===== config.mk =====
export PLATFORM = sky130hd
export DESIGN_NAME = cpcs_dec_rd_multi
export DESIGN_NICKNAME = d
export VERILOG_FILES = /design/src/rtl/cpcs_dec_rd_multi.sv
export SDC_FILE = /design/constraint.sdc
export NUM_CORES = 1
export LEC_CHECK = 0
export BUFFER_PORTS_ARGS = -buffer_cell sky130_fd_sc_hd__buf_2
export CORE_AREA = 2 2 39 41
export CTS_CLUSTER_DIAMETER = 150
export CTS_CLUSTER_SIZE = 10
export DETAILED_ROUTE_END_ITERATION = 8
export DIE_AREA = 0 0 41 43
export GPL_TIMING_DRIVEN = 0
export MAX_ROUTING_LAYER = met4
export PLACE_DENSITY_LB_ADDON = 0.2
export SYNTH_ARGS = -nofsm -noshare
export SYNTH_HDL_FRONTEND = slang
export SYNTH_SLANG_ARGS = --single-unit

===== constraint.sdc =====
create_clock -name rbc1 -period 2.4 [get_ports rbc1]
set_clock_uncertainty 0.2 [all_clocks]
set_input_delay 0.36 -clock rbc1 [delete_from_list [all_inputs] [get_ports rbc1]]
set_output_delay 0.36 -clock rbc1 [all_outputs]
set_load 0.05 [all_outputs]

===== src/rtl/cpcs_dec_rd_multi.sv =====
// ----------------------------------------------------------------------------
// cpcs_dec_rd_multi
//
// Running-disparity (RD) checker for NSYM 8B10B code groups per byte-clock
// beat. It takes the per-symbol disparity classifications produced by the
// 6B/4B classifiers, chains RD through the symbols of a beat (symbol 0 first)
// and keeps RD in a register between beats. Each sub-block that is illegal
// for the RD it enters at is flagged.
//
// Optional feature, macro CPCS_DEC_RD_ERR_CNT_EN:
//   when defined, a saturating error counter (err_cnt) and a registered
//   threshold flag (err_thr) are built. When undefined, both are tied to 0.
//
// Parameters
//   NSYM     code groups per beat (1..8)
//   RD_INIT  RD after reset (0 = RD-, 1 = RD+)
//   CNT_W    error counter width
//   THRESH   err_thr asserts when err_cnt >= THRESH
//
// Ports
//   rbc1          receive byte clock, rising edge
//   reset_l       asynchronous active-low reset
//   in_valid      beat qualifier for all symbol flags
//   pd6bu/nd6bu   per symbol: 6B sub-block drives RD to + / to -
//   pd6bc/nd6bc   per symbol: 6B sub-block illegal when entered at RD- / RD+
//   pd4bu/nd4bu   per symbol: 4B sub-block drives RD to + / to -
//   pd4bc/nd4bc   per symbol: 4B sub-block illegal when entered at RD- / RD+
//   rd_load       force RD to rd_load_val (comma realignment)
//   rd_load_val   value loaded by rd_load
//   cnt_clr       synchronous clear of err_cnt / err_thr
//   out_valid     registered in_valid
//   derr6/derr4   per-symbol 6B / 4B disparity errors, registered
//   rd_err        OR of all derr6/derr4 bits of the beat
//   rd_out        current RD register
//   err_cnt       saturating error count
//   err_thr       err_cnt >= THRESH, registered
// ----------------------------------------------------------------------------
module cpcs_dec_rd_multi #(
   parameter int NSYM    = 2,
   parameter bit RD_INIT = 1'b0,
   parameter int CNT_W   = 8,
   parameter int THRESH  = 16
) (
   input  logic             rbc1,
   input  logic             reset_l,
   input  logic             in_valid,
   input  logic [NSYM-1:0]  pd6bu,
   input  logic [NSYM-1:0]  nd6bu,
   input  logic [NSYM-1:0]  pd6bc,
   input  logic [NSYM-1:0]  nd6bc,
   input  logic [NSYM-1:0]  pd4bu,
   input  logic [NSYM-1:0]  nd4bu,
   input  logic [NSYM-1:0]  pd4bc,
   input  logic [NSYM-1:0]  nd4bc,
   input  logic             rd_load,
   input  logic             rd_load_val,
   input  logic             cnt_clr,
   output logic             out_valid,
   output logic [NSYM-1:0]  derr6,
   output logic [NSYM-1:0]  derr4,
   output logic             rd_err,
   output logic             rd_out,
   output logic [CNT_W-1:0] err_cnt,
   output logic             err_thr
);

   logic [NSYM-1:0] derr6_c;
   logic [NSYM-1:0] derr4_c;
   logic            rd_chain;

   // RD chain across the beat. RD is propagated as if every sub-block were
   // legal, so an error flagged on one symbol never disturbs the RD seen by
   // the following symbols.
   always_comb begin
      logic r;
      logic rd6;
      // NOTE: blocking assignments are used here on purpose; r carries the
      // running value from one loop iteration to the next within the same
      // evaluation, which non-blocking assignments would not do.
      r       = rd_out;
      rd6     = 1'b0;
      derr6_c = '0;
      derr4_c = '0;
      for (int i = 0; i < NSYM; i++) begin
         derr6_c[i] = r ? nd6bc[i] : pd6bc[i];
         rd6        = (pd6bu[i] | r) & ~nd6bu[i];
         derr4_c[i] = rd6 ? nd4bc[i] : pd4bc[i];
         r          = (pd4bu[i] | rd6) & ~nd4bu[i];
      end
      rd_chain = r;
   end

   // NOTE: every register uses non-blocking assignment so that all of them
   // sample pre-edge values, independent of statement order.
   always_ff @(posedge rbc1 or negedge reset_l) begin
      if (!reset_l) begin
         rd_out    <= RD_INIT;
         out_valid <= 1'b0;
         derr6     <= '0;
         derr4     <= '0;
         rd_err    <= 1'b0;
      end else begin
         out_valid <= in_valid;
         if (in_valid) begin
            derr6  <= derr6_c;
            derr4  <= derr4_c;
            rd_err <= |(derr6_c | derr4_c);
         end else begin
            derr6  <= '0;
            derr4  <= '0;
            rd_err <= 1'b0;
         end
         // A load overrides the chain result; the errors of this beat were
         // already evaluated against the old RD above.
         if (rd_load) begin
            rd_out <= rd_load_val;
         end else if (in_valid) begin
            rd_out <= rd_chain;
         end
      end
   end

`ifdef CPCS_DEC_RD_ERR_CNT_EN
   // Four spare bits hold the largest count plus up to 8 new errors, so the
   // saturation test never sees a wrapped sum.
   localparam int SUM_W = CNT_W + 4;
   localparam logic [SUM_W-1:0] CNT_MAX = {4'b0000, {CNT_W{1'b1}}};
   localparam logic [SUM_W-1:0] THR_V   = SUM_W'(THRESH);

   logic [SUM_W-1:0] pop;
   logic [SUM_W-1:0] base;
   logic [SUM_W-1:0] sum;
   logic [CNT_W-1:0] cnt_nxt;
   logic             thr_nxt;

   always_comb begin
      pop = '0;
      if (in_valid) begin
         for (int i = 0; i < NSYM; i++) begin
            // At most one error per symbol even if both sub-blocks fail.
            pop = pop + SUM_W'(derr6_c[i] | derr4_c[i]);
         end
      end
      base    = cnt_clr ? '0 : {4'b0000, err_cnt};
      sum     = base + pop;
      cnt_nxt = (sum > CNT_MAX) ? {CNT_W{1'b1}} : sum[CNT_W-1:0];
      thr_nxt = ({4'b0000, cnt_nxt} >= THR_V);
   end

   always_ff @(posedge rbc1 or negedge reset_l) begin
      if (!reset_l) begin
         err_cnt <= '0;
         err_thr <= 1'b0;
      end else begin
         err_cnt <= cnt_nxt;
         err_thr <= thr_nxt;
      end
   end
`else
   localparam int unused_thresh = THRESH;
   logic unused_cnt_clr;

   assign unused_cnt_clr = cnt_clr;
   assign err_cnt        = '0;
   assign err_thr        = 1'b0;
`endif

endmodule

==> reports/results.txt <==
Status -> finished clean
Max Freq -> 624 MHz
Vias in the first global route -> 293
RSZ-0062 raised after global routing -> false
Register Area -> 175 µm²
Layout cells sized above 1 -> 0.545
Power Internal -> 0.000229 W
Antenna-violating nets left -> 0
Finished layout cell area -> 611 µm²
PD cells -> 588 nW/µm²
TNS Setup -> 0 ns
Critical path fanouts, max -> 4
Critical Path AT -> 1.51 ns
Sw Share -> 0.362
I/O pin cnt -> 38
Final hold slack -> 0.0500 ns
Total net switching power -> 0.000130 W
Multi-input logic area -> 165 µm²
CTS H-tree lvls -> 1
Vias per inst -> 3.87
Max Slew Vio Count -> 0
Fill cell count -> 153
Initial DRC count -> 1
Total grt overflow -> 0
Fin nets -> 100
Synthesized flop and latch total -> 7
Seq/Total Area, Yosys -> 0.450
Maximum number of pins on one net before global-route repair -> 8
Post-synthesis xor/xnor area fraction -> 0
Clock Tree Buf Depth -> 2
Vias -> 360
Largest family of logic cells by synthesized area -> buffers and inverters
Total wire length -> 790 µm
Buffers added on ports -> 27
Dominant cells by area after synthesis -> dfrtp_1 45%, buf_4 17%, mux2i_1 10%
Syn avg cell area -> 10.5 µm²
Leak -> 0.359 nW
Flop pwr share -> 0.362
MaxCap Viol Count -> 0
Crit path kind -> reg -> reg
Warnings from Yosys -> 0
Die height -> 43 µm
Yosys cell types -> 12
Gate power share -> 0.350
Worst-path clk slew -> 0.05 ns
Synth top area share -> 0.450
Die area -> 1760 µm²
Placed cell areas -> 574 µm²
Crit path launch type -> flip-flop
Number of antenna violations at the first check in global routing -> 0
Maximum VDD drop -> 178 µV
Compound-cell area share of the yosys netlist -> 0.158
First-pass GRT wire length -> 1120 µm
Cell taking the most area after synthesis -> dfrtp_1
Fin crit share -> 0.668
Synthesis-to-finish area growth -> 56.9%
Rows -> 14
DPL Wire Length -> 677 µm
TritonCTS buffer count -> 3
Die width -> 41 µm
Starting Density -> 0.281
Mux cell area share after synthesis -> 0.103
Antenna Cells -> 0
GRT Total Usage -> 0.105
Worst-skew pair later-pin latency -> 0.24 ns
CP Capture Type -> flip-flop
Setup Viol. Count Final -> 0
PostCTS Resize Cnt -> 0
Global placer's final weighted congestion -> 0.638
Power share of the clock group -> 0.288
WL/cell -> 8.49 µm
Detailed Routing Iterations Pass 1 -> 2
Final Hold Vio Count -> 0
Synth Cell Area -> 389 µm²
Drc violations -> 0
Hold/Removal Path Class -> in -> reg
Synth Area in Simple Gates -> 0.0772
Syn Inst Count -> 37
Fin crit period -> 1.60 ns
CTS tree -> done
Reg2Reg Setup Slack -> 0.80 ns
CTS Sinks -> 7
Core area -> 1380 µm²
Post-Synth Adder-Cell Area -> 0
Worst path required time -> 2.31 ns
Clock root buffer -> clkbuf_4
power by group through the flow:
stage / registers [W] / clock network [W] / logic [W]
final: 0.000130 / 0.000103 / 0.000126
after global placement: 0.000132 / 0 / 0.000124
after floorplan: 0.000162 / 0 / 0.0000628
after detailed placement: 0.000132 / 0 / 0.000125
after global routing: 0.000131 / 0.000113 / 0.000134
after CTS: 0.000130 / 0.000108 / 0.000126
metrics by stage:
step | total power (W) | setup slack (ns) | utilization | std cells
floorplan | 0.000225 | 0.560 | - | 45
global placement | 0.000256 | 0.644 | 0.415 | 88
detailed placement | 0.000257 | 0.666 | 0.415 | 88
CTS | 0.000364 | 0.776 | 0.441 | 93
global route | 0.000377 | 0.644 | 0.441 | 93
finish | 0.000359 | 0.798 | 0.441 | 93
final timing paths:
path | from | end | depth (start not counted)
max | rd_out$_DFFE_PN0P_ | rd_err$_DFF_PN0_ | 4
min | in_valid | out_valid$_DFF_PN0_ | 1
max reg2reg | rd_out$_DFFE_PN0P_ | rd_err$_DFF_PN0_ | 4
min reg2reg | rd_out$_DFFE_PN0P_ | derr6[0]$_DFF_PN0_ | 2
max in group asynchronous | reset_l | derr4[0]$_DFF_PN0_ | 2
min in group asynchronous | reset_l | rd_out$_DFFE_PN0P_ | 2
cell type report:
type | instances | share of cell area
Sequential cell | 7 | 0.287
Clock buffer | 4 | 0.0430
Inverter | 3 | 0.0184
Multi-Input combinational cell | 26 | 0.270
Timing Repair Buffer | 28 | 0.238
Tap cell | 16 | 0.0328
Buffer | 9 | 0.111
placed cells by master (no fill, tap or decap), types with 2 or more instances in the layout:
cell type   n
buf_4       9
mux2i_1     4
inv_1       3
dfrtp_1     7
a21oi_1     2
nor2_1      6
buf_2      27
conb_1      9
clkbuf_4    3
kinds of logic (layout without fill, tap and decap cells):
| kind of cell | after synthesis | in the layout |
|---|---|---|
| other | 1 | 9 |
| muxes | 4 | 4 |
| AOI/OAI and AO/OA | 6 | 6 |
| and+or+nand+nor | 7 | 7 |
| DFF | 7 | 7 |
| buffers and inverters | 12 | 44 |
worst max-delay path, stage by stage (launching register included):
cell and delay (ns):
dfrtp_1 0.41, o21bai_2 0.13, a221oi_2 0.30, mux2i_1 0.29, a41oi_2 0.13
registers in the layout (all words and copies together) (netlist names):
name and cells:
derr4 2, derr6 2, out_valid 1, rd_err 1
rd_out 1
routing by layer:
metal	vias to the layer above	track usage	share of wire
met2	25	0.147	0.49
li1	185	-	-
met3	2	0.0262	0.13
met5	-	-	0
met1	148	0.102	0.37
met4	0	0.120	0.013
cells in the mapped netlist, drive strengths merged:
cell type	number
buf	9
a41oi	1
a21oi	2
nor3b	1
o21bai	1
a221oi	1
o41ai	1
dfrtp	7
inv	3
nor2	6
conb	1
mux2i	4
repair_timing:
| item | in CTS | in global routing |
|---|---|---|
| endpoints found under the hold margin | 7 | 0 |
| hold buffers | 1 | 0 |
| buffers inserted | 0 | 0 |
Power figures use the tool's default switching activity.
